[src/rtl/mem_sched.sv]
// Nibble-serial memory scheduler: round-robin arbitration of icache line fills against
// 16-bit data loads/stores onto a single 4-bit memory engine, one transfer at a time.
module mem_sched #(
  parameter int unsigned LINE_LENGTH = 4,
  parameter int unsigned PA          = 22,
  parameter int unsigned NW          = $clog2(LINE_LENGTH * 2) + 1
) (
  input  logic                            clk,
  input  logic                            reset_n,
  input  logic                            ic_pull,
  input  logic [PA-1:$clog2(LINE_LENGTH)] ic_tag,
  output logic                            ic_busy,
  output logic [3:0]                      ic_dread,
  output logic                            ic_wstrobe,
  input  logic                            d_req,
  input  logic [PA-1:1]                   d_addr,
  input  logic                            d_write,
  input  logic [15:0]                     d_wdata,
  output logic [15:0]                     d_rdata,
  output logic                            d_ack,
  output logic                            bus_start,
  output logic [PA-1:1]                   bus_addr,
  output logic                            bus_write,
  output logic [NW-1:0]                   bus_len,
  output logic [3:0]                      bus_wdata,
  input  logic [3:0]                      bus_rdata,
  input  logic                            bus_nib
);

  localparam int unsigned LW = $clog2(LINE_LENGTH);
  localparam logic [NW-1:0] FillLen = NW'(LINE_LENGTH * 2);
  localparam logic [NW-1:0] DataLen = NW'(4);
  localparam logic [NW-1:0] NibOne  = NW'(1);

  typedef enum logic [2:0] {
    StIdle,
    StIssue,
    StIfill,
    StDread,
    StDwrite,
    StDone
  } state_e;

  state_e        r_state, w_state_next;
  logic          r_last;     // 1 = data was granted most recently
  logic          r_sel_ic;
  logic [PA-1:1] r_addr;
  logic          r_write;
  logic [NW-1:0] r_len;
  logic [NW-1:0] r_cnt;
  logic [15:0]   r_shift;
  logic [15:0]   r_rdata;

  logic          w_grant;
  logic          w_grant_ic;
  logic          w_xfer;
  logic          w_nib;
  logic          w_last_nib;
  logic [PA-1:1] w_line_addr;
  logic [15:0]   w_shift_in;

  // Halfword address of the first halfword in the missing line.
  assign w_line_addr = (PA - 1)'(ic_tag) << (LW - 1);

  assign w_grant_ic = ic_pull & (~d_req | r_last);
  assign w_xfer     = (r_state == StIfill) | (r_state == StDread) | (r_state == StDwrite);
  assign w_nib      = w_xfer & bus_nib;
  assign w_last_nib = (r_cnt == (r_len - NibOne));
  assign w_shift_in = {bus_rdata, r_shift[15:4]};

  always_comb begin
    w_state_next = r_state;
    w_grant      = 1'b0;
    case (r_state)
      StIdle: begin
        if (ic_pull | d_req) begin
          w_grant      = 1'b1;
          w_state_next = StIssue;
        end
      end
      StIssue: begin
        if (r_sel_ic) begin
          w_state_next = StIfill;
        end else if (r_write) begin
          w_state_next = StDwrite;
        end else begin
          w_state_next = StDread;
        end
      end
      StIfill, StDread, StDwrite: begin
        if (bus_nib && w_last_nib) begin
          w_state_next = StDone;
        end
      end
      StDone:  w_state_next = StIdle;
      default: w_state_next = StIdle;
    endcase
  end

  always_ff @(posedge clk or negedge reset_n) begin
    if (!reset_n) begin
      r_state <= StIdle;
    end else begin
      r_state <= w_state_next;
    end
  end

  // Command latched at grant stays put until the next grant.
  always_ff @(posedge clk or negedge reset_n) begin
    if (!reset_n) begin
      r_last   <= 1'b1;
      r_sel_ic <= 1'b0;
      r_addr   <= '0;
      r_write  <= 1'b0;
      r_len    <= '0;
    end else if (w_grant) begin
      r_last   <= ~w_grant_ic;
      r_sel_ic <= w_grant_ic;
      if (w_grant_ic) begin
        r_addr  <= w_line_addr;
        r_write <= 1'b0;
        r_len   <= FillLen;
      end else begin
        r_addr  <= d_addr;
        r_write <= d_write;
        r_len   <= DataLen;
      end
    end
  end

  always_ff @(posedge clk or negedge reset_n) begin
    if (!reset_n) begin
      r_cnt <= '0;
    end else if (w_grant) begin
      r_cnt <= '0;
    end else if (w_nib) begin
      r_cnt <= r_cnt + NibOne;
    end
  end

  // Loads assemble into r_shift and publish on the last nibble, so d_rdata stays stable
  // until a load completes.
  always_ff @(posedge clk or negedge reset_n) begin
    if (!reset_n) begin
      r_shift <= '0;
      r_rdata <= '0;
    end else if (w_grant && !w_grant_ic) begin
      r_shift <= d_wdata;
    end else if (w_nib && (r_state == StDread)) begin
      r_shift <= w_shift_in;
      if (w_last_nib) begin
        r_rdata <= w_shift_in;
      end
    end else if (w_nib && (r_state == StDwrite)) begin
      r_shift <= {4'h0, r_shift[15:4]};
    end
  end

  always_comb begin
    ic_busy    = r_sel_ic & (r_state != StIdle);
    ic_wstrobe = (r_state == StIfill) & bus_nib;
    ic_dread   = (r_state == StIfill) ? bus_rdata : 4'h0;
    d_ack      = (r_state == StDone) & ~r_sel_ic;
    bus_start  = (r_state == StIssue);
    bus_wdata  = (r_state == StDwrite) ? r_shift[3:0] : 4'h0;
  end

  assign d_rdata   = r_rdata;
  assign bus_addr  = r_addr;
  assign bus_write = r_write;
  assign bus_len   = r_len;

endmodule

[config.mk]
export PLATFORM = sky130hd
export DESIGN_NAME = mem_sched
export DESIGN_NICKNAME = d
export VERILOG_FILES = /design/src/rtl/mem_sched.sv
export SDC_FILE = /design/constraint.sdc
export NUM_CORES = 1
export LEC_CHECK = 0
export CORE_MARGIN = 3
export CORE_UTILIZATION = 60
export CTS_BUF_LIST = sky130_fd_sc_hd__clkbuf_2 sky130_fd_sc_hd__clkbuf_4 sky130_fd_sc_hd__clkbuf_8
export CTS_CLUSTER_SIZE = 40
export DETAILED_ROUTE_END_ITERATION = 16
export DONT_BUFFER_PORTS = 1
export PLACE_DENSITY_LB_ADDON = 0.12
export SETUP_SLACK_MARGIN = 0.05
export SYNTH_ARGS = -nofsm -noshare
export SYNTH_HDL_FRONTEND = slang
export SYNTH_SLANG_ARGS = --single-unit
[constraint.sdc]
create_clock -name clk -period 2.3 [get_ports clk]
set_clock_uncertainty 0.1 [all_clocks]
set_input_delay 0.46 -clock clk [delete_from_list [all_inputs] [get_ports clk]]
set_output_delay 0.46 -clock clk [all_outputs]
set_load 0.02 [all_outputs]
==> reports/qor.csv, run 1 <==
stage;metric;value;unit
synth;yosysMostFrequentCell;dfrtp_1;
placement;dpl.cell_count;302;
detailed_routing;postRouteAntennaNets;0;
hold_path;hp-class;input port to flip-flop;
placement;dpl.hpwl;4600;µm
worst_setup_path;crit_type;flip-flop to output pin;
timing;max_freq;0.476;GHz
synth;yosysSeqAreaShare;0.540;
synth;yosys-top-cells-area;dfrtp_1, a222oi_1, mux2_4, mux2i_1, inv_1;
pwr;clockPowerShare;0.199;
floorplanning;fp-row-count;24;
pwr;comb_power_share;0.286;
clock_tree;clk_pin_slew_worst_paths;0.06;ns
cells_and_area;n_antenna_cell;0;
worst_setup_path;cp_slowest_stage_delay;0.54;ns
synth;postSynthCellCount;250;
worst_setup_path;start_kind;flip-flop;
timing;finalHoldViolCount;0;
floorplanning;initial_core_util;0.651;
timing;period_share;0.913;
detailed_routing;wirelength_met1;2590;µm
pwr;powerDensity;1430;nW/µm²
synth;synthTopCellsByCount;dfrtp_1, inv_1, a222oi_1, nand2_1, mux2i_1;
floorplanning;core;4560;µm²
grt;grt_usage;0.230;
timing;report.final.setup_viol;0;
timing;min_period;2.10;ns
synth;yosysWarningCount;0;
floorplanning;die_area;5830;µm²
pwr;power_switching;1.84;mW
pwr;p_int;2.79;mW
floorplanning;fp.dieW;76.4;µm
worst_setup_path;cp_slowest_cell;dfrtp_1;
clock_tree;h-tree-depth;3;
cells_and_area;final_nets;318;
detailed_routing;drtPass1Iterations;6;
placement;place_area;2980;µm²
grt;grt_pass1_vias;2143;
detailed_routing;wl_per_cell;20.7;µm
outcome;status;finished clean;
timing;worst_slew_pin_slew;0.732;ns
grt;grt_max_degree;65;
synth;syn_avg_cell_area;11.9;µm²
grt;grt_overflow;0;
floorplanning;io_pins;121;
cells_and_area;drive_gt1_frac;0.205;
synth;async_flop_share;1.00;
placement;port-buffer-count;0;
detailed_routing;top_layer_used;met4;
detailed_routing;avgViaCountPerCell;6.38;
timing;slew_headroom;0.510;
synth;synth_edf_count;0;
detailed_routing;wl_met2;3390;µm
floorplanning;die_h;76.4;µm
cells_and_area;final_cells;319;
timing;tns;0;ns
timing;rsz0062_at_grt;false;
placement;gp_congestion;0.858;
synth;synth_top_area_cell;dfrtp_1;
synth;synth_area;2970;µm²
synth;ys_types;43;
clock_tree;clock_sinks;64;
synth;netlist.area_leader.share;0.531;
clock_tree;clk_latency;0.32;ns
cells_and_area;final_area;3230;µm²
grt;antenna_found_initial;0;
detailed_routing;drtIter0Drc;233;
synth;yosys_register_bits;64;
detailed_routing;wl;6610;µm
pwr;switching_share;0.398;
clock_tree;cts_tree;done;
timing;report.final.slew_viol_count;0;
detailed_routing;num_vias;2035;
grt;grt_pass1_wl;10600;µm
flow_run;max_cap_violations;0;
pwr;p_leak;1.59;nW
detailed_routing;wl_met3;551;µm
synth;synth-main-ff-cell;dfrtp_1;
worst_setup_path;cp.arrival;1.54;ns
worst_setup_path;worst-path-max-fanout;13;
worst_setup_path;worst_setup_path_end_kind;output pin;
worst_setup_path;worstPathCellList;nor3b_4, and2_1;
detailed_routing;route.detailed.drc;0;
cells_and_area;areaGrowthSynthToFinish;8.89;%
timing;fin_hold_ws;0.159;ns
clock_tree;ctsRootBufferMaster;clkbuf_8;
worst_setup_path;required;1.74;ns
clock_tree;cts_buffer_depth;2;
pwr;vdd.ir_drop.worst;0.832;mV
pwr;seqPwrFrac;0.515;
clock_tree;numCtsBuffers;9;
## stage by stage
stage                     total power [mW]  setup WS (ns)   util
after floorplan                       3.37          0.505      -
after global placement                3.58          0.311  0.653
after detailed placement              3.68          0.180  0.653
after CTS                             4.65          0.118  0.705
after global routing                  4.93          0.121  0.709
final                                 4.64          0.200  0.709
## power by group through the flow
stage          registers [mW]  clock network (mW)  logic, mW
6_report                 2.39               0.924       1.33
5_1_grt                  2.45                1.01       1.48
4_1_cts                  2.38               0.944       1.33
3_5_place_dp             2.38                   0       1.30
3_3_place_gp             2.36                   0       1.22
2_1_floorplan            2.21                   0       1.16
## per-layer routing
layer / vias to the layer above / GRT usage
met5: - / 0
met4: 0 / 0.111
met2: 114 / 0.384
li1: 897 / -
met1: 1016 / 0.273
met3: 8 / 0.0650
## cells by family (layout without fill, tap and decap cells)
kind of cell             count (synthesis)  after routing  share of synthesized area
adder cells (fa/ha/maj)                  1              1                    0.00421
flip-flops                              64             64                      0.540
AO/OA/AOI/OAI                           59             59                      0.156
buffers and inverters                   43             46                     0.0712
other                                    1              2                    0.00126
multiplexers                            30             30                      0.123
AND/OR/NAND/NOR                         50             50                     0.0994
XOR/XNOR                                 2              2                    0.00590
## what timing repair did
| action | in CTS | in global routing |
|---|---|---|
| gates resized for setup | 2 | 6 |
| endpoints found under the setup margin | 9 | 24 |
| hold buffers | 2 | 0 |
| buffers inserted | 0 | 0 |
| cloned | 0 | 0 |
| hold endpoints to repair | 64 | 0 |
## worst max-delay path, delay by kind of cell (launching register included)
kind | cells | cell delay (ns)
and+or+nand+nor | 2 | 0.68
DFF | 1 | 0.54
## sequential cells by signal, summed over array words and instances (netlist names)
signal	count
bus_addr	21
bus_len	2
bus_write	1
d_rdata	16
r_cnt	4
r_last	1
r_shift	16
r_state	3
## layout by cell type (no fill, tap or decap), types with 3 or more instances in the layout
master / instances
dfrtp_1: 61
inv_1: 23
nand2_1: 20
a222oi_1: 20
mux2i_1: 12
mux2_4: 11
o21ai_1: 10
clkbuf_8: 10
and2_1: 9
o21ai_0: 7
buf_4: 6
mux2_2: 5
o211ai_1: 4
a22oi_1: 4
a21o_1: 3
clkinv_2: 3
## area by class of cell
cell class / count / area [µm²]
flip-flops and latches: 64 / 1610
fillers: 345 / 1330
multi-input cells: 144 / 1190
clock buffers: 11 / 145
inverters: 23 / 86.3
repair buffers: 8 / 82.6
well taps: 65 / 81.3
clock inverters: 4 / 45.0
## worst paths after layout
| path | start | endpoint | slack [ns] | cells after the start |
|---|---|---|---|---|
| hold reg to reg | r_cnt[3]$_DFFE_PN0P_ | r_cnt[3]$_DFFE_PN0P_ | 0.41 | 1 |
| setup / recovery | r_state[0]$_DFFE_PN0P_ | bus_wdata[1] | 0.20 | 2 |
| min in group asynchronous | reset_n | d_rdata[6]$_DFFE_PN0P_ | 0.59 | 2 |
| max in group asynchronous | reset_n | r_last$_DFFE_PN1P_ | 1.20 | 2 |
| setup reg to reg | r_cnt[0]$_DFFE_PN0P_ | d_rdata[2]$_DFFE_PN0P_ | 0.32 | 5 |
| hold / removal | d_wdata[4] | r_shift[4]$_DFFE_PN0P_ | 0.16 | 2 |
Note: power is estimated with default switching activity, not from simulation.
==> run 2, diff against run 1 <==
==> constraint.sdc (replaced) <==
create_clock -name clk -period 2.5 [get_ports clk]
set_clock_uncertainty 0.1 [all_clocks]
set_input_delay 0.25 -clock clk [delete_from_list [all_inputs] [get_ports clk]]
set_output_delay 0.25 -clock clk [all_outputs]
set_load 0.02 [all_outputs]
==> run 2 against run 1 <==
Against the previous run: critical path depth up 2; register-to-register slack got worse by 0.07 ns; routed wire length grew 24%; cell area is 18% higher; power fell by 5.0%; clock power shrank 7.6%; critical path type is now flip-flop to flip-flop; critical endpoint is now bus_addr[11]$_DFFE_PN0P_; largest power group unchanged.
==> reports/qor.csv, run 2 (synthesized netlist as in run 1, its figures left out) <==
stage;metric;value;unit;change
timing;min_period;2.25;ns;
worst_setup_path;path_buf_inv;1;;+1
detailed_routing;wl;8210;µm;+24%
clock_tree;clk_latency;0.33;ns;about the same
clock_tree;clock_sinks;64;;unchanged
timing;rsz0062_at_grt;false;;
clock_tree;clk_pin_slew_worst_paths;0.07;ns;about the same
pwr;clockPowerShare;0.194;;-0.005
placement;dpl.hpwl;4580;µm;-0.30%
clock_tree;ctsRootBufferMaster;clkbuf_8;;
detailed_routing;wl_per_cell;21.6;µm;+4.2%
worst_setup_path;cp.arrival;2.35;ns;+0.81 ns
cells_and_area;utilization;0.837;;+0.129
worst_setup_path;cp_top_family;compound AO/OA/AOI/OAI gates;;
grt;grt_pass1_wl;13500;µm;+28%
floorplanning;fp-row-count;24;;unchanged
pwr;finalPower;4.40;mW;-5.0%
detailed_routing;num_vias;2321;;+14%
cells_and_area;final_cell_mix;dfrtp_1, dlygate4sd3_1, inv_1;;
outcome;status;finished clean;;
grt;grt_overflow;0;;unchanged
hold_path;hp-class;input port to flip-flop;;
pwr;comb_power_share;0.302;;+0.016
worst_setup_path;worstPathCellList;nor3_1, o21ai_2, a222oi_1, inv_1;;
detailed_routing;route.detailed.drc;0;;unchanged
placement;gp_congestion;0.867;;+1.1%
cells_and_area;final_cells;380;;+19%
clock_tree;h-tree-depth;3;;unchanged
pwr;p_int;2.61;mW;-6.4%
worst_setup_path;required;2.60;ns;+0.86 ns
timing;max_freq;0.444;GHz;
floorplanning;core;4560;µm²;unchanged
cells_and_area;n_antenna_cell;0;;unchanged
timing;finalHoldViolCount;0;;unchanged
cells_and_area;final_nets;379;;+19%
timing;setup_ws;0.249;ns;+0.0488 ns
timing;slew_headroom;0.223;;-0.287
clock_tree;numCtsBuffers;9;;unchanged
grt;grt_max_degree;65;;unchanged
grt;grt_pass1_vias;2528;;+18%
cells_and_area;largest_register_ffs;21;;unchanged
floorplanning;io_pins;121;;unchanged
clock_tree;post-cts-setup-buffer-count;0;;unchanged
timing;period_share;0.900;;
placement;preCtsSetupSlack;0.306;ns;+0.126 ns
placement;port-buffer-count;0;;unchanged
worst_setup_path;crit_type;flip-flop to flip-flop;;
clock_tree;cts_tree;done;;
pwr;switching_share;0.407;;+0.00917
grt;grt_usage;0.304;;+0.0743
worst_setup_path;cp_slowest_stage_delay;0.53;ns;about the same
grt;antenna_found_initial;0;;unchanged
pwr;powerDensity;1150;nW/µm²;-20%
worst_setup_path;worst_setup_path_end_kind;flip-flop;;
cells_and_area;drive_gt1_frac;0.146;;-0.0587
cells_and_area;fill_cells;242;;-30%
clock_tree;cts_buffer_depth;2;;unchanged
timing;tns;0;ns;unchanged
cells_and_area;areaGrowthSynthToFinish;28.7;%;
timing;worst_slew_pin_slew;1.17;ns;+0.433 ns
worst_setup_path;reg2reg_slack;0.25;ns;-0.07 ns
pwr;power_switching;1.79;mW;-2.8%
detailed_routing;postRouteAntennaNets;0;;unchanged
worst_setup_path;cp_slowest_cell;a222oi_1;;
detailed_routing;drtIter0Drc;166;;-29%
worst_setup_path;start_kind;flip-flop;;
placement;dpl.cell_count;301;;-0.33%
floorplanning;initial_core_util;0.651;;unchanged
floorplanning;fp.dieW;76.4;µm;unchanged
pwr;vdd.ir_drop.worst;0.747;mV;-10%
detailed_routing;avgViaCountPerCell;6.11;;-4.3%
flow_run;max_cap_violations;0;;unchanged
pwr;p_leak;1.83;nW;+15%
worst_setup_path;worst-path-max-fanout;29;;+16
detailed_routing;drtPass1Iterations;7;;+1
timing;report.final.setup_viol;0;;unchanged
pwr;seqPwrFrac;0.504;;-0.011
floorplanning;die_area;5830;µm²;unchanged
floorplanning;die_h;76.4;µm;unchanged
timing;report.final.slew_viol_count;0;;unchanged
==> run 2: cell count changes in the layout (fill, tap and decap cells not counted), sizes merged <==
cell	before	now
buf	7	6
dlygate4sd3	1	63
==> run 2: timing repair <==
item,CTS,global route
endpoints found under the hold margin,106,0
endpoints found under the setup margin,0,6
hold buffers,64,0
gates resized for setup,0,1
==> run 2: final cells by class <==
type,count,area [µm²],area share
Clock buffer,11,145,0.0380
Clock inverter,4,45.0,0.0118
Inverter,23,86.3,0.0226
Multi-Input combinational cell,144,1170,0.305
Sequential cell,64,1600,0.419
Tap cell,65,81.3,0.0213
Timing Repair Buffer,69,696,0.182
==> run 2: layer usage <==
metal,track usage,wire (µm),up-vias
met5,0,0,-
met4,0.134,291,0
met3,0.118,646,26
met2,0.525,4370,120
met1,0.330,2890,1151
li1,-,-,1024
==> run 2: final timing paths <==
| kind | end | cells past startpoint | start |
|---|---|---|---|
| worst max-delay path | bus_addr[11]$_DFFE_PN0P_ | 4 | r_state[1]$_DFFE_PN0P_ |
| worst min-delay path | r_cnt[3]$_DFFE_PN0P_ | 2 | bus_nib |
| worst max register to register | bus_addr[11]$_DFFE_PN0P_ | 4 | r_state[1]$_DFFE_PN0P_ |
| worst min register to register | d_rdata[0]$_DFFE_PN0P_ | 1 | r_shift[4]$_DFFE_PN0P_ |
| max in group asynchronous | r_last$_DFFE_PN1P_ | 2 | reset_n |
| min in group asynchronous | r_shift[2]$_DFFE_PN0P_ | 2 | reset_n |
==> run 2: worst register-to-register path, cell delays in order (launching register included) <==
cell,delay [ns]
dfrtp_1,0.51
nor3_1,0.44
o21ai_2,0.44
a222oi_1,0.54
inv_1,0.10
==> run 2: power by group through the flow <==
stage / clock, mW / combinational [mW] / sequential [mW]
2_1_floorplan: 0 / 1.07 / 2.04
3_3_place_gp: 0 / 1.09 / 2.19
3_5_place_dp: 0 / 1.16 / 2.20
4_1_cts: 0.866 / 1.27 / 2.20
5_1_grt: 0.914 / 1.47 / 2.28
6_report: 0.854 / 1.33 / 2.22
==> run 2: metrics by stage <==
step	cell area, µm²	hold WS (ns)
6_report	3820	0.0635
3_3_place_gp	2970	-0.144
3_5_place_dp	2970	-0.144
5_1_grt	3820	0.0459
2_1_floorplan	2970	-0.146
4_1_cts	3820	0.0427
==> run 3, diff against run 2 <==
PLACE_DENSITY = 0.77   (was default)
PLACE_DENSITY_LB_ADDON = default   (was 0.12)
==> run 3 against run 2 <==
Against the previous run: power increased by 1.2%; non-clock buffer count unchanged; critical path type unchanged; first-iteration DRC count increased by 50%; worst setup slack about the same; sequential power about the same.
==> reports/qor.csv, run 3 (synthesized netlist as in run 1, its figures left out) <==
stage;metric;value;unit;change
grt;grt_overflow;0;;unchanged
timing;worst_slew_pin_slew;1.18;ns;+0.0143 ns
cells_and_area;final_area;3850;µm²;+0.65%
clock_tree;numCtsBuffers;9;;unchanged
clock_tree;cts_tree;done;;
clock_tree;clock_sinks;64;;unchanged
grt;grt_usage;0.285;;-0.0190
clock_tree;ctsRootBufferMaster;clkbuf_8;;
worst_setup_path;cp.arrival;2.36;ns;about the same
floorplanning;io_pins;121;;unchanged
floorplanning;initial_core_util;0.651;;unchanged
clock_tree;clk_latency;0.34;ns;about the same
cells_and_area;largest_register_ffs;21;;unchanged
timing;report.final.setup_viol;0;;unchanged
worst_setup_path;crit_type;flip-flop to flip-flop;;
detailed_routing;num_vias;2376;;+2.4%
worst_setup_path;path_buf_inv;1;;unchanged
worst_setup_path;cp_slowest_stage_delay;0.51;ns;-0.02 ns
detailed_routing;route.detailed.drc;0;;unchanged
timing;period_share;0.900;;about the same
cells_and_area;layout_commonest_cell;dfrtp_1;;
timing;max_freq;0.444;GHz;about the same
detailed_routing;avgViaCountPerCell;6.24;;+2.1%
clock_tree;cts_buffer_depth;2;;unchanged
timing;min_period;2.25;ns;-0.000466 ns
floorplanning;fp.dieW;76.4;µm;unchanged
grt;antenna_found_initial;0;;unchanged
hold_path;hp-class;input port to flip-flop;;
worst_setup_path;reg2reg_slack;0.25;ns;about the same
detailed_routing;wl;7940;µm;-3.2%
pwr;powerDensity;1160;nW/µm²;+0.55%
detailed_routing;drtIter0Drc;249;;+50%
flow_run;max_cap_violations;0;;unchanged
grt;grt_pass1_vias;2448;;-3.2%
clock_tree;post-cts-setup-buffer-count;0;;unchanged
worst_setup_path;worst-path-max-fanout;29;;unchanged
detailed_routing;postRouteAntennaNets;0;;unchanged
worst_setup_path;cp.depth;4;;unchanged
timing;fin_hold_ws;0.00175;ns;-0.0617 ns
worst_setup_path;start_kind;flip-flop;;
grt;grt_pass1_wl;12900;µm;-4.4%
pwr;vdd.ir_drop.worst;0.771;mV;+3.2%
cells_and_area;final_cells;381;;+0.26%
worst_setup_path;worst_setup_path_end_kind;flip-flop;;
floorplanning;fp-row-count;24;;unchanged
worst_setup_path;cp_top_family;compound AO/OA/AOI/OAI gates;;
clock_tree;h-tree-depth;3;;unchanged
clock_tree;clk_pin_slew_worst_paths;0.07;ns;about the same
timing;rsz0062_at_grt;false;;
timing;setup_ws;0.250;ns;+0.000466 ns
grt;grt_max_degree;65;;unchanged
placement;dpl.cell_count;302;;+0.33%
outcome;status;finished clean;;
placement;port-buffer-count;0;;unchanged
worst_setup_path;cp_slowest_cell;dfrtp_1;;
pwr;p_leak;1.84;nW;+0.59%
detailed_routing;drtPass1Iterations;7;;unchanged
worst_setup_path;r2r_cells;4;;unchanged
placement;place_area;2990;µm²;+0.67%
cells_and_area;final_cell_mix;dfrtp_1, dlygate4sd3_1, inv_1;;
cells_and_area;final_nets;379;;unchanged
placement;gp_congestion;0.836;;-3.6%
floorplanning;core;4560;µm²;unchanged
placement;dpl.hpwl;4250;µm;-7.3%
floorplanning;die_area;5830;µm²;unchanged
cells_and_area;drive_gt1_frac;0.149;;+0.00270
worst_setup_path;required;2.61;ns;about the same
cells_and_area;areaGrowthSynthToFinish;29.5;%;
worst_setup_path;worstPathCellList;nor3_1, o21ai_2, a222oi_1, inv_1;;
timing;tns;0;ns;unchanged
cells_and_area;n_antenna_cell;0;;unchanged
timing;finalHoldViolCount;0;;unchanged
floorplanning;die_h;76.4;µm;unchanged
cells_and_area;utilization;0.843;;+0.00548
hold_path;whs_path_depth;2;;unchanged
timing;report.final.slew_viol_count;0;;unchanged
timing;slew_headroom;0.214;;-0.00940
placement;preCtsSetupSlack;0.429;ns;+0.123 ns
pwr;finalPower;4.46;mW;+1.2%
detailed_routing;wl_per_cell;20.8;µm;-3.5%
-- run 3: changes by cell type in the layout (fill, tap and decap cells not counted) --
cell,previous run,this run
and3_2,2,1
and3_1,0,1
clkinv_2,3,2
dlygate4sd3_1,63,62
clkbuf_4,1,2
clkbuf_8,10,11
buf_12,0,1
-- run 3: routing by layer --
metal | track usage | up-vias | share of wire
met5 | 0 | - | 0
met4 | 0.123 | 0 | 0.026
met3 | 0.0875 | 19 | 0.099
met2 | 0.496 | 151 | 0.53
met1 | 0.324 | 1183 | 0.35
li1 | - | 1023 | -
-- run 3: worst paths after layout --
check | start | end
setup / recovery | r_state[2]$_DFFE_PN0P_ | bus_addr[17]$_DFFE_PN0P_
hold reg to reg | r_last$_DFFE_PN1P_ | r_last$_DFFE_PN1P_
min in group asynchronous | reset_n | r_shift[2]$_DFFE_PN0P_
setup reg to reg | r_state[2]$_DFFE_PN0P_ | bus_addr[17]$_DFFE_PN0P_
max in group asynchronous | reset_n | r_last$_DFFE_PN1P_
hold / removal | d_wdata[13] | r_shift[13]$_DFFE_PN0P_
-- run 3: final cells by class --
| class | count | area, µm² |
|---|---|---|
| Inverter | 23 | 86.3 |
| Timing Repair Buffer | 69 | 706 |
| Clock inverter | 3 | 40.0 |
| Multi-Input combinational cell | 144 | 1160 |
| Sequential cell | 64 | 1600 |
| Tap cell | 65 | 81.3 |
| Fill cell | 242 | 717 |
| Clock buffer | 13 | 166 |
-- run 3: power by group --
part           leakage (nW)  total (mW)  switching, mW  internal (mW)
Sequential            0.812        2.21          0.729           1.48
Combinational         0.919        1.34          0.682          0.660
Clock                 0.110       0.910          0.376          0.534
-- run 3: timing repair --
action,4_1_cts,5_1_grt
setup endpoints to repair,0,0
gates resized for setup,0,0
hold buffers,63,0
hold endpoints to repair,106,0
